<file path="config.mk">
export PLATFORM = sky130hd
export DESIGN_NAME = inst_fetch_flat
export DESIGN_NICKNAME = d
export VERILOG_FILES = /design/src/rtl/fetch_pkg.sv /design/src/rtl/inst_fetch_if.sv /design/src/rtl/fetch_queue.sv /design/src/rtl/inst_fetch.sv /design/src/flat_wrapper.sv
export SDC_FILE = /design/constraint.sdc
export NUM_CORES = 1
export LEC_CHECK = 0
export ABC_AREA = 0
export ABC_CLOCK_PERIOD_IN_PS = 7230
export CORE_MARGIN = 10
export CORE_UTILIZATION = 60
export DETAILED_ROUTE_END_ITERATION = 6
export HOLD_SLACK_MARGIN = 0.05
export PLACE_DENSITY = 0.85
export SLEW_MARGIN = 10
export SYNTH_ARGS = -nofsm -noshare
export SYNTH_HDL_FRONTEND = slang
export SYNTH_SLANG_ARGS = --single-unit
</file>
<file path="constraint.sdc">
create_clock -name clk -period 7.23 [get_ports clk]
set_input_delay 1.446 -clock clk [delete_from_list [all_inputs] [get_ports clk]]
set_output_delay 1.446 -clock clk [all_outputs]
set_load 0.005 [all_outputs]
</file>
<file path="src/rtl/fetch_pkg.sv">
// -----------------------------------------------------------------------------
// fetch_pkg
//   Shared definitions for the instruction-fetch stage.
//   Contents:
//     RESET_PC_DEF  default first fetch address after reset
//     NOP_INST      instruction word shown to DEC when no entry is valid
//     PC_STEP       byte increment between sequential instruction words
//     fetch_entry_t one prefetch queue entry {pc, inst}
//     fetch_state_e RUN (no stale responses owed) / DRAIN (stale responses owed)
//   Optional feature macro used by inst_fetch: FETCH_PERF_EN (not referenced here).
// -----------------------------------------------------------------------------
package fetch_pkg;

  localparam logic [31:0] RESET_PC_DEF = 32'h0000_0000;
  localparam logic [31:0] NOP_INST     = 32'h0000_0000;
  localparam logic [31:0] PC_STEP      = 32'd4;

  typedef struct packed {
    logic [31:0] pc;
    logic [31:0] inst;
  } fetch_entry_t;

  typedef enum logic {
    ST_RUN   = 1'b0,
    ST_DRAIN = 1'b1
  } fetch_state_e;

endpackage

</file>
<file path="src/rtl/inst_fetch_if.sv">
// -----------------------------------------------------------------------------
// inst_fetch_if
//   Instruction-memory bus between the fetch stage and instruction memory.
//   Handshake: a request is issued in a cycle where iMemReq && iMemRdy are
//   both high at the rising clock edge; iMemAddr must be held valid with
//   iMemReq. iMemRValid has no back-pressure: each cycle it is high carries
//   exactly one response word on iMemRData, responses return in request
//   order with latency of at least one cycle.
//   Signals:
//     iMemReq     fetch -> mem   request valid
//     iMemAddr    fetch -> mem   32-bit word-aligned fetch address
//     iMemRdy     mem -> fetch   memory accepts the request this cycle
//     iMemRValid  mem -> fetch   read data valid
//     iMemRData   mem -> fetch   32-bit instruction word
//   Modports: master (fetch side), slave (memory side).
// -----------------------------------------------------------------------------
interface inst_fetch_if;
  logic        iMemReq;
  logic [31:0] iMemAddr;
  logic        iMemRdy;
  logic        iMemRValid;
  logic [31:0] iMemRData;

  modport master (
    output iMemReq, iMemAddr,
    input  iMemRdy, iMemRValid, iMemRData
  );

  modport slave (
    input  iMemReq, iMemAddr,
    output iMemRdy, iMemRValid, iMemRData
  );
endinterface

</file>
<file path="src/rtl/fetch_queue.sv">
// -----------------------------------------------------------------------------
// fetch_queue
//   Synchronous FIFO of DEPTH fetch_entry_t entries (64 bits each).
//   No bypass: a word pushed into an empty queue appears on head next cycle.
//   Flush empties the queue and takes priority over push/pop.
//   Ports:
//     clk, rstn   clock, synchronous active-low reset
//     push        write push_data at the tail
//     push_data   entry to write
//     pop         drop the head entry
//     flush       discard all entries
//     head        current head entry (undefined content when empty)
//     count       number of stored entries (0..DEPTH)
//     empty, full status flags
// -----------------------------------------------------------------------------
module fetch_queue
  import fetch_pkg::*;
#(
  parameter int DEPTH = 4
) (
  input  logic                       clk,
  input  logic                       rstn,
  input  logic                       push,
  input  fetch_entry_t               push_data,
  input  logic                       pop,
  input  logic                       flush,
  output fetch_entry_t               head,
  output logic [$clog2(DEPTH):0]     count,
  output logic                       empty,
  output logic                       full
);
  localparam int AW = $clog2(DEPTH);
  localparam int CW = AW + 1;

  fetch_entry_t    mem_q [DEPTH];
  logic [AW-1:0]   wr_ptr_q, wr_ptr_d;
  logic [AW-1:0]   rd_ptr_q, rd_ptr_d;
  logic [CW-1:0]   count_q, count_d;

  always_comb begin
    wr_ptr_d = wr_ptr_q;
    rd_ptr_d = rd_ptr_q;
    count_d  = count_q;
    if (flush) begin
      wr_ptr_d = '0;
      rd_ptr_d = '0;
      count_d  = '0;
    end else begin
      // Pointers are AW bits wide, so they wrap naturally at DEPTH.
      if (push) wr_ptr_d = wr_ptr_q + AW'(1);
      if (pop)  rd_ptr_d = rd_ptr_q + AW'(1);
      count_d = count_q + CW'(push) - CW'(pop);
    end
  end

  always_ff @(posedge clk) begin
    if (!rstn) begin
      wr_ptr_q <= '0;
      rd_ptr_q <= '0;
      count_q  <= '0;
    end else begin
      wr_ptr_q <= wr_ptr_d;
      rd_ptr_q <= rd_ptr_d;
      count_q  <= count_d;
    end
  end

  // Storage needs no reset: count gates every read.
  always_ff @(posedge clk) begin
    if (push && !flush) mem_q[wr_ptr_q] <= push_data;
  end

  assign head  = mem_q[rd_ptr_q];
  assign count = count_q;
  assign empty = (count_q == '0);
  assign full  = (count_q == CW'(DEPTH));

endmodule

</file>
<file path="src/rtl/inst_fetch.sv">
// -----------------------------------------------------------------------------
// inst_fetch
//   Instruction-fetch stage: owns the fetch PC, issues in-order requests to
//   instruction memory, buffers returned words with their PCs in a prefetch
//   queue and presents {PC, inst} to DEC. Honours DEC pause and redirects on a
//   taken branch/jump, discarding wrong-path responses still in flight.
//   Parameters: DEPTH (queue entries = max in-flight, power of 2, >=2),
//               RESET_PC (first fetch address).
//   Ports:
//     clk, rstn        clock, synchronous active-low reset
//     i_FET_pause      DEC stall; head does not advance
//     i_FET_redirect   taken branch/jump; highest priority
//     i_FET_target     redirect target PC
//     mem              inst_fetch_if.master instruction-memory bus
//     o_FET_PC/inst    head entry to DEC, 0/NOP when not valid
//     o_FET_valid      head entry valid
//     o_FET_state      RUN/DRAIN state for observation
//   Optional build macro FETCH_PERF_EN adds o_FET_bubbleCnt (cycles with
//   !valid && !pause) and o_FET_flushCnt (redirects), 32-bit wrapping.
// -----------------------------------------------------------------------------
module inst_fetch
  import fetch_pkg::*;
#(
  parameter int          DEPTH    = 4,
  parameter logic [31:0] RESET_PC = RESET_PC_DEF
) (
  input  logic               clk,
  input  logic               rstn,
  input  logic               i_FET_pause,
  input  logic               i_FET_redirect,
  input  logic [31:0]        i_FET_target,
  inst_fetch_if.master       mem,
  output logic [31:0]        o_FET_PC,
  output logic [31:0]        o_FET_inst,
  output logic               o_FET_valid,
`ifdef FETCH_PERF_EN
  output logic [31:0]        o_FET_bubbleCnt,
  output logic [31:0]        o_FET_flushCnt,
`endif
  output fetch_state_e       o_FET_state
);
  localparam int CW = $clog2(DEPTH) + 1;

  logic [31:0]   fetch_pc_q, fetch_pc_d;
  logic [31:0]   resp_pc_q, resp_pc_d;
  logic [CW-1:0] inflight_q, inflight_d;
  logic [CW-1:0] drop_q, drop_d;
  fetch_state_e  state_q, state_d;

  fetch_entry_t  q_head;
  logic [CW-1:0] q_count;
  logic          q_empty, q_full;
  logic          push, pop, issue, rvalid, stale, head_valid;
  logic [CW:0]   used;

  // Credit rule: requests in flight plus buffered words never exceed DEPTH,
  // so every response always has a queue slot.
  assign used         = (CW+1)'(inflight_q) + (CW+1)'(q_count);
  assign mem.iMemReq  = rstn && !i_FET_redirect && (used < (CW+1)'(DEPTH));
  assign mem.iMemAddr = fetch_pc_q;

  assign rvalid     = mem.iMemRValid;
  assign issue      = mem.iMemReq && mem.iMemRdy;
  assign stale      = (drop_q != '0);
  assign head_valid = rstn && !q_empty;
  assign push       = rvalid && !stale && !i_FET_redirect;
  assign pop        = head_valid && !i_FET_pause && !i_FET_redirect;

  fetch_queue #(.DEPTH(DEPTH)) u_queue (
    .clk       (clk),
    .rstn      (rstn),
    .push      (push),
    .push_data ('{pc: resp_pc_q, inst: mem.iMemRData}),
    .pop       (pop),
    .flush     (i_FET_redirect),
    .head      (q_head),
    .count     (q_count),
    .empty     (q_empty),
    .full      (q_full)
  );

  always_comb begin
    fetch_pc_d = fetch_pc_q;
    resp_pc_d  = resp_pc_q;
    inflight_d = inflight_q;
    drop_d     = drop_q;
    if (i_FET_redirect) begin
      // Every request still outstanding after this cycle is wrong-path.
      fetch_pc_d = i_FET_target;
      resp_pc_d  = i_FET_target;
      inflight_d = inflight_q - CW'(rvalid);
      drop_d     = inflight_q - CW'(rvalid);
    end else begin
      if (issue) fetch_pc_d = fetch_pc_q + PC_STEP;
      inflight_d = inflight_q + CW'(issue) - CW'(rvalid);
      if (rvalid) begin
        if (stale) drop_d    = drop_q - CW'(1);
        else       resp_pc_d = resp_pc_q + PC_STEP;
      end
    end
    state_d = (drop_d != '0) ? ST_DRAIN : ST_RUN;
  end

  always_ff @(posedge clk) begin
    if (!rstn) begin
      fetch_pc_q <= RESET_PC;
      resp_pc_q  <= RESET_PC;
      inflight_q <= '0;
      drop_q     <= '0;
      state_q    <= ST_RUN;
    end else begin
      fetch_pc_q <= fetch_pc_d;
      resp_pc_q  <= resp_pc_d;
      inflight_q <= inflight_d;
      drop_q     <= drop_d;
      state_q    <= state_d;
    end
  end

  assign o_FET_valid = head_valid;
  assign o_FET_PC    = head_valid ? q_head.pc   : 32'h0;
  assign o_FET_inst  = head_valid ? q_head.inst : NOP_INST;
  assign o_FET_state = state_q;

  a_no_overflow: assert property (@(posedge clk) disable iff (!rstn)
    !(push && !pop && q_full));

`ifdef FETCH_PERF_EN
  logic [31:0] bubble_cnt_q, bubble_cnt_d;
  logic [31:0] flush_cnt_q, flush_cnt_d;

  always_comb begin
    bubble_cnt_d = bubble_cnt_q + 32'(!head_valid && !i_FET_pause);
    flush_cnt_d  = flush_cnt_q + 32'(i_FET_redirect);
  end

  always_ff @(posedge clk) begin
    if (!rstn) begin
      bubble_cnt_q <= '0;
      flush_cnt_q  <= '0;
    end else begin
      bubble_cnt_q <= bubble_cnt_d;
      flush_cnt_q  <= flush_cnt_d;
    end
  end

  assign o_FET_bubbleCnt = bubble_cnt_q;
  assign o_FET_flushCnt  = flush_cnt_q;
`endif

endmodule

</file>
<file path="src/flat_wrapper.sv">
// flat-port wrapper written by rule: the top's interface ports become plain ports
module inst_fetch_flat import fetch_pkg::*;
#(
  parameter int          DEPTH    = 4,
  parameter logic [31:0] RESET_PC = RESET_PC_DEF
)
  (clk, rstn, i_FET_pause, i_FET_redirect, i_FET_target, o_FET_PC, o_FET_inst, o_FET_valid, o_FET_state, mem_iMemReq, mem_iMemAddr, mem_iMemRdy, mem_iMemRValid, mem_iMemRData);
  inst_fetch_if mem_i ();
  input  logic clk;
  input  logic rstn;
  input  logic i_FET_pause;
  input  logic i_FET_redirect;
  input  logic [31:0] i_FET_target;
  output logic [31:0] o_FET_PC;
  output logic [31:0] o_FET_inst;
  output logic o_FET_valid;
  output fetch_state_e o_FET_state;
  output wire logic [$bits(mem_i.iMemReq)-1:0] mem_iMemReq;
  output wire logic [$bits(mem_i.iMemAddr)-1:0] mem_iMemAddr;
  input wire logic [$bits(mem_i.iMemRdy)-1:0] mem_iMemRdy;
  input wire logic [$bits(mem_i.iMemRValid)-1:0] mem_iMemRValid;
  input wire logic [$bits(mem_i.iMemRData)-1:0] mem_iMemRData;
  assign mem_iMemReq = mem_i.iMemReq;
  assign mem_iMemAddr = mem_i.iMemAddr;
  assign mem_i.iMemRdy = mem_iMemRdy;
  assign mem_i.iMemRValid = mem_iMemRValid;
  assign mem_i.iMemRData = mem_iMemRData;
  inst_fetch #(.DEPTH(DEPTH), .RESET_PC(RESET_PC)) u_core (.clk(clk), .rstn(rstn), .i_FET_pause(i_FET_pause), .i_FET_redirect(i_FET_redirect), .i_FET_target(i_FET_target), .mem(mem_i), .o_FET_PC(o_FET_PC), .o_FET_inst(o_FET_inst), .o_FET_valid(o_FET_valid), .o_FET_state(o_FET_state));
endmodule
</file>
==> summary.txt <==
Clock tree
  – CTS tree: built
  – Post-CTS Hold Fix Bufs: 0
  – Resize count post-CTS: 0
  – CTS root buffer: clkbuf_16
  – Clock Path Buffers: 3
  – Clock transition at path regs: ~0.060 ns
  – H-tree Lvls: 2
  – Worst-Skew Late Latency: ~0.50 ns
  – TritonCTS Sinks: 336
  – Postcts setup bufs: 0
  – CTS buffer count: 34

Floorplan
  – Starting density of the core: 0.614
  – Num rows: 55
  – Die width: around 170 um
  – Die height: ~170 um
  – Core Area: approximately 23000 sq um
  – I/O pin total: roughly 170
  – Die area: ~30000 sq um

Place
  – Placed Area: approximately 16000 sq um
  – GP Congestion: ~0.87
  – Buffers added on ports: around 170
  – Final HPWL DP: just under 20 mm

Timing
  – RSZ-0062 raised after global routing: no
  – Final Skew: approximately 0.016 ns
  – Worst slew margin: 0.192
  – Final hold vios: 0
  – Setup TNS: 0 ns
  – Hold slack: around 0.46 ns
  – Final Critical Period: 5.26 ns
  – Slew Viols, Final: 0
  – Period utilization: 0.728
  – Final setup fails: 0
  – Least-Margin Pin Slew: 1.20 ns
  – Fmax: roughly 190 MHz

Yosys
  – Main synth FF type: edfxtp_1
  – Post-Syn Area: 14000 sq um
  – EDFF count, synth: roughly 260
  – Synth unique cells: 58
  – Yosys Warn Count: 0
  – Fraction of registers with async set/reset: 0
  – Syn avg cell area: roughly 15 sq um
  – Net count after synthesis: ~1000
  – Cell count after synthesis: 934
  – Register area share after synthesis: 0.664
  – Seq cells post-synth: between 300 and 400

Outcome
  – Outcome: complete, no violations

Critical path
  – Worst R2R Path Depth: 6
  – Crit path kind: input port to primary output
  – FF-to-FF End: u_core.u_queue.mem_q[0][58]
  – WP depth: 6
  – WP buf/inv: 4
  – R2r startpoint: u_core.drop_q[0]
  – R2R Setup Slk: 4.18 ns
  – CP arrival: between 3 and 4 ns
  – CP Data Required Time: roughly 5.8 ns
  – Crit end category: primary output
  – CP max FO: 65
  – CP Cell Sequence: clkdlybuf4s50_1 -> buf_4 -> nand2b_2 -> buf_4 -> nor2b_1 -> clkdlybuf4s50_1
  – Crit path max-delay family: buffers and inverters
  – Slowest CP cell: clkdlybuf4s50_1
  – Max stage delay on crit path: around 0.8 ns
  – Startpoint Class: input port

Hold path
  – Hold Path Class: flip-flop to flip-flop
  – Hold path depth: 2
  – Min-delay src: u_core.mem.iMemAddr[1]
  – Endpoint, Worst Hold: u_core.mem.iMemAddr[1]

Finish
  – Share of cells above drive strength 1: 0.126
  – Post-Route Utilization: 0.745
  – Fin nets: 1187
  – # diodes: 0
  – Post-route cell area: 17000 sq um
  – Area Growth Syn to Fin: 21.4%

Power
  – Tot Pwr: ~4 mW
  – PwrDens: between 200 and 250 nW/um^2
  – Total leakage power: 5.47 nW
  – Worst VDD drop: ~190 uV

GRT
  – Global Route Usage Sum: 0.204
  – Largest net degree at the start of global routing: 66
  – Vias in the first global route: around 8600
  – Initial antenna violation count: 0
  – First-pass GRT wire length: 49.0 mm
  – Grt total ovfl: 0

Drt
  – WL per Instance: approximately 22 um
  – Starting DRC count in detailed routing: about 720
  – TritonRoute pass-1 iters: 5
  – Via count: 8633
  – ANT nets after route: 0
  – DRC errors left: 0
  – Via density: between 6 and 7
  – Post-Route WL: between 30 and 40 mm

Job
  – MaxCap Viol Count: 0
==> worst min-delay path: stages, from the launching register on <==
cell and delay (ns):
dfxtp_1 0.31, nand2_1 0.05, a21oi_1 0.05
==> flip-flops by register name, indices dropped and copies added, names as in the netlist, named ones only <==
name / count
u_core.drop_q: 3
u_core.inflight_q: 3
u_core.mem.iMemAddr: 32
u_core.o_FET_state: 1
u_core.resp_pc_q: 32
u_core.u_queue.count: 3
u_core.u_queue.mem_q: 256
u_core.u_queue.rd_ptr_q: 2
u_core.u_queue.wr_ptr_q: 2
==> synth_stat cells, types with 6 or more instances <==
| cell type | instances | area [sq um] |
|---|---|---|
| a32oi_1 | 6 | 52.6 |
| nand2_1 | 48 | 180 |
| nand4_1 | 23 | 144 |
| and3_1 | 9 | 56.3 |
| xnor2_1 | 15 | 131 |
| ha_1 | 16 | 200 |
| nor2b_1 | 64 | 400 |
| edfxtp_1 | 256 | 7690 |
| and2_1 | 8 | 50.1 |
| mux4_2 | 64 | 1440 |
| dfxtp_1 | 80 | 1600 |
| inv_1 | 17 | 63.8 |
| nand3_1 | 19 | 95.1 |
| o21ai_0 | 39 | 195 |
| nor4_1 | 10 | 62.6 |
| clkbuf_1 | 35 | 131 |
| nor2_1 | 32 | 120 |
| a21oi_1 | 57 | 285 |
| nor3_1 | 12 | 60.1 |
| xor2_1 | 24 | 210 |
| buf_2 | 12 | 60.1 |
| a31oi_1 | 16 | 100 |
==> layout by cell type, fill, tap and decap left out, types with 7 or more instances in the layout <==
cell	count
a31oi_1	16
clkdlybuf4s50_1	168
clkbuf_16	36
a21oi_1	57
nor3_1	12
nor2_1	32
mux4_2	64
nor4_1	9
clkinv_1	11
buf_4	12
nor2b_1	64
inv_1	17
edfxtp_1	256
dfxtp_1	78
clkbuf_1	7
nand4_1	23
and3_1	9
xor2_1	24
ha_1	16
xnor2_1	15
nand2_1	48
nand3_1	19
o21ai_0	39
==> cells by family after synthesis <==
family,share of synthesized area
flops,0.664
simple gates,0.107
compound gates,0.0584
buf+inv,0.0212
mux,0.108
xor+xnor,0.0244
fa+ha+maj,0.0172
==> report_power, final <==
group / switching (mW) / internal (mW) / leakage (nW)
logic: 0.135 / 0.141 / 1.97
registers: 0.0559 / 2.14 / 3.00
clock network: 0.692 / 0.943 / 0.502
==> metal layers <==
metal / routed length [um] / track usage
met5: 0 / 0
met2: 14900 / 0.320
met3: 2860 / 0.0514
met1: 13400 / 0.282
met4: 552 / 0.0507
==> through the flow <==
| step | cells | setup slack, ns |
|---|---|---|
| after floorplan | 934 | 3.07 |
| after global placement | 1376 | 2.16 |
| after detailed placement | 1376 | 2.03 |
| after CTS | 1436 | 1.98 |
| after global routing | 1436 | 1.89 |
| final | 1436 | 1.97 |
==> final cells by class <==
| class | count | area (sq um) |
|---|---|---|
| clock inverter | 17 | 104 |
| sequential | 336 | 9290 |
| fill | 1389 | 5800 |
| tap | 313 | 392 |
| multi-input combinational | 527 | 4410 |
| clock buffer | 43 | 927 |
| timing repair buffer | 180 | 1770 |
| inverter | 20 | 75.1 |
==> worst max-delay path by stage <==
stage	to	from
finish	o_FET_inst[19]	rstn
global route	o_FET_PC[21]	rstn
detailed placement	o_FET_PC[20]	rstn
floorplan	u_core.u_queue.mem_q[0][0]	i_FET_redirect
CTS	o_FET_inst[19]	rstn
global placement	o_FET_inst[16]	rstn
(Power assumes the default switching activity.)
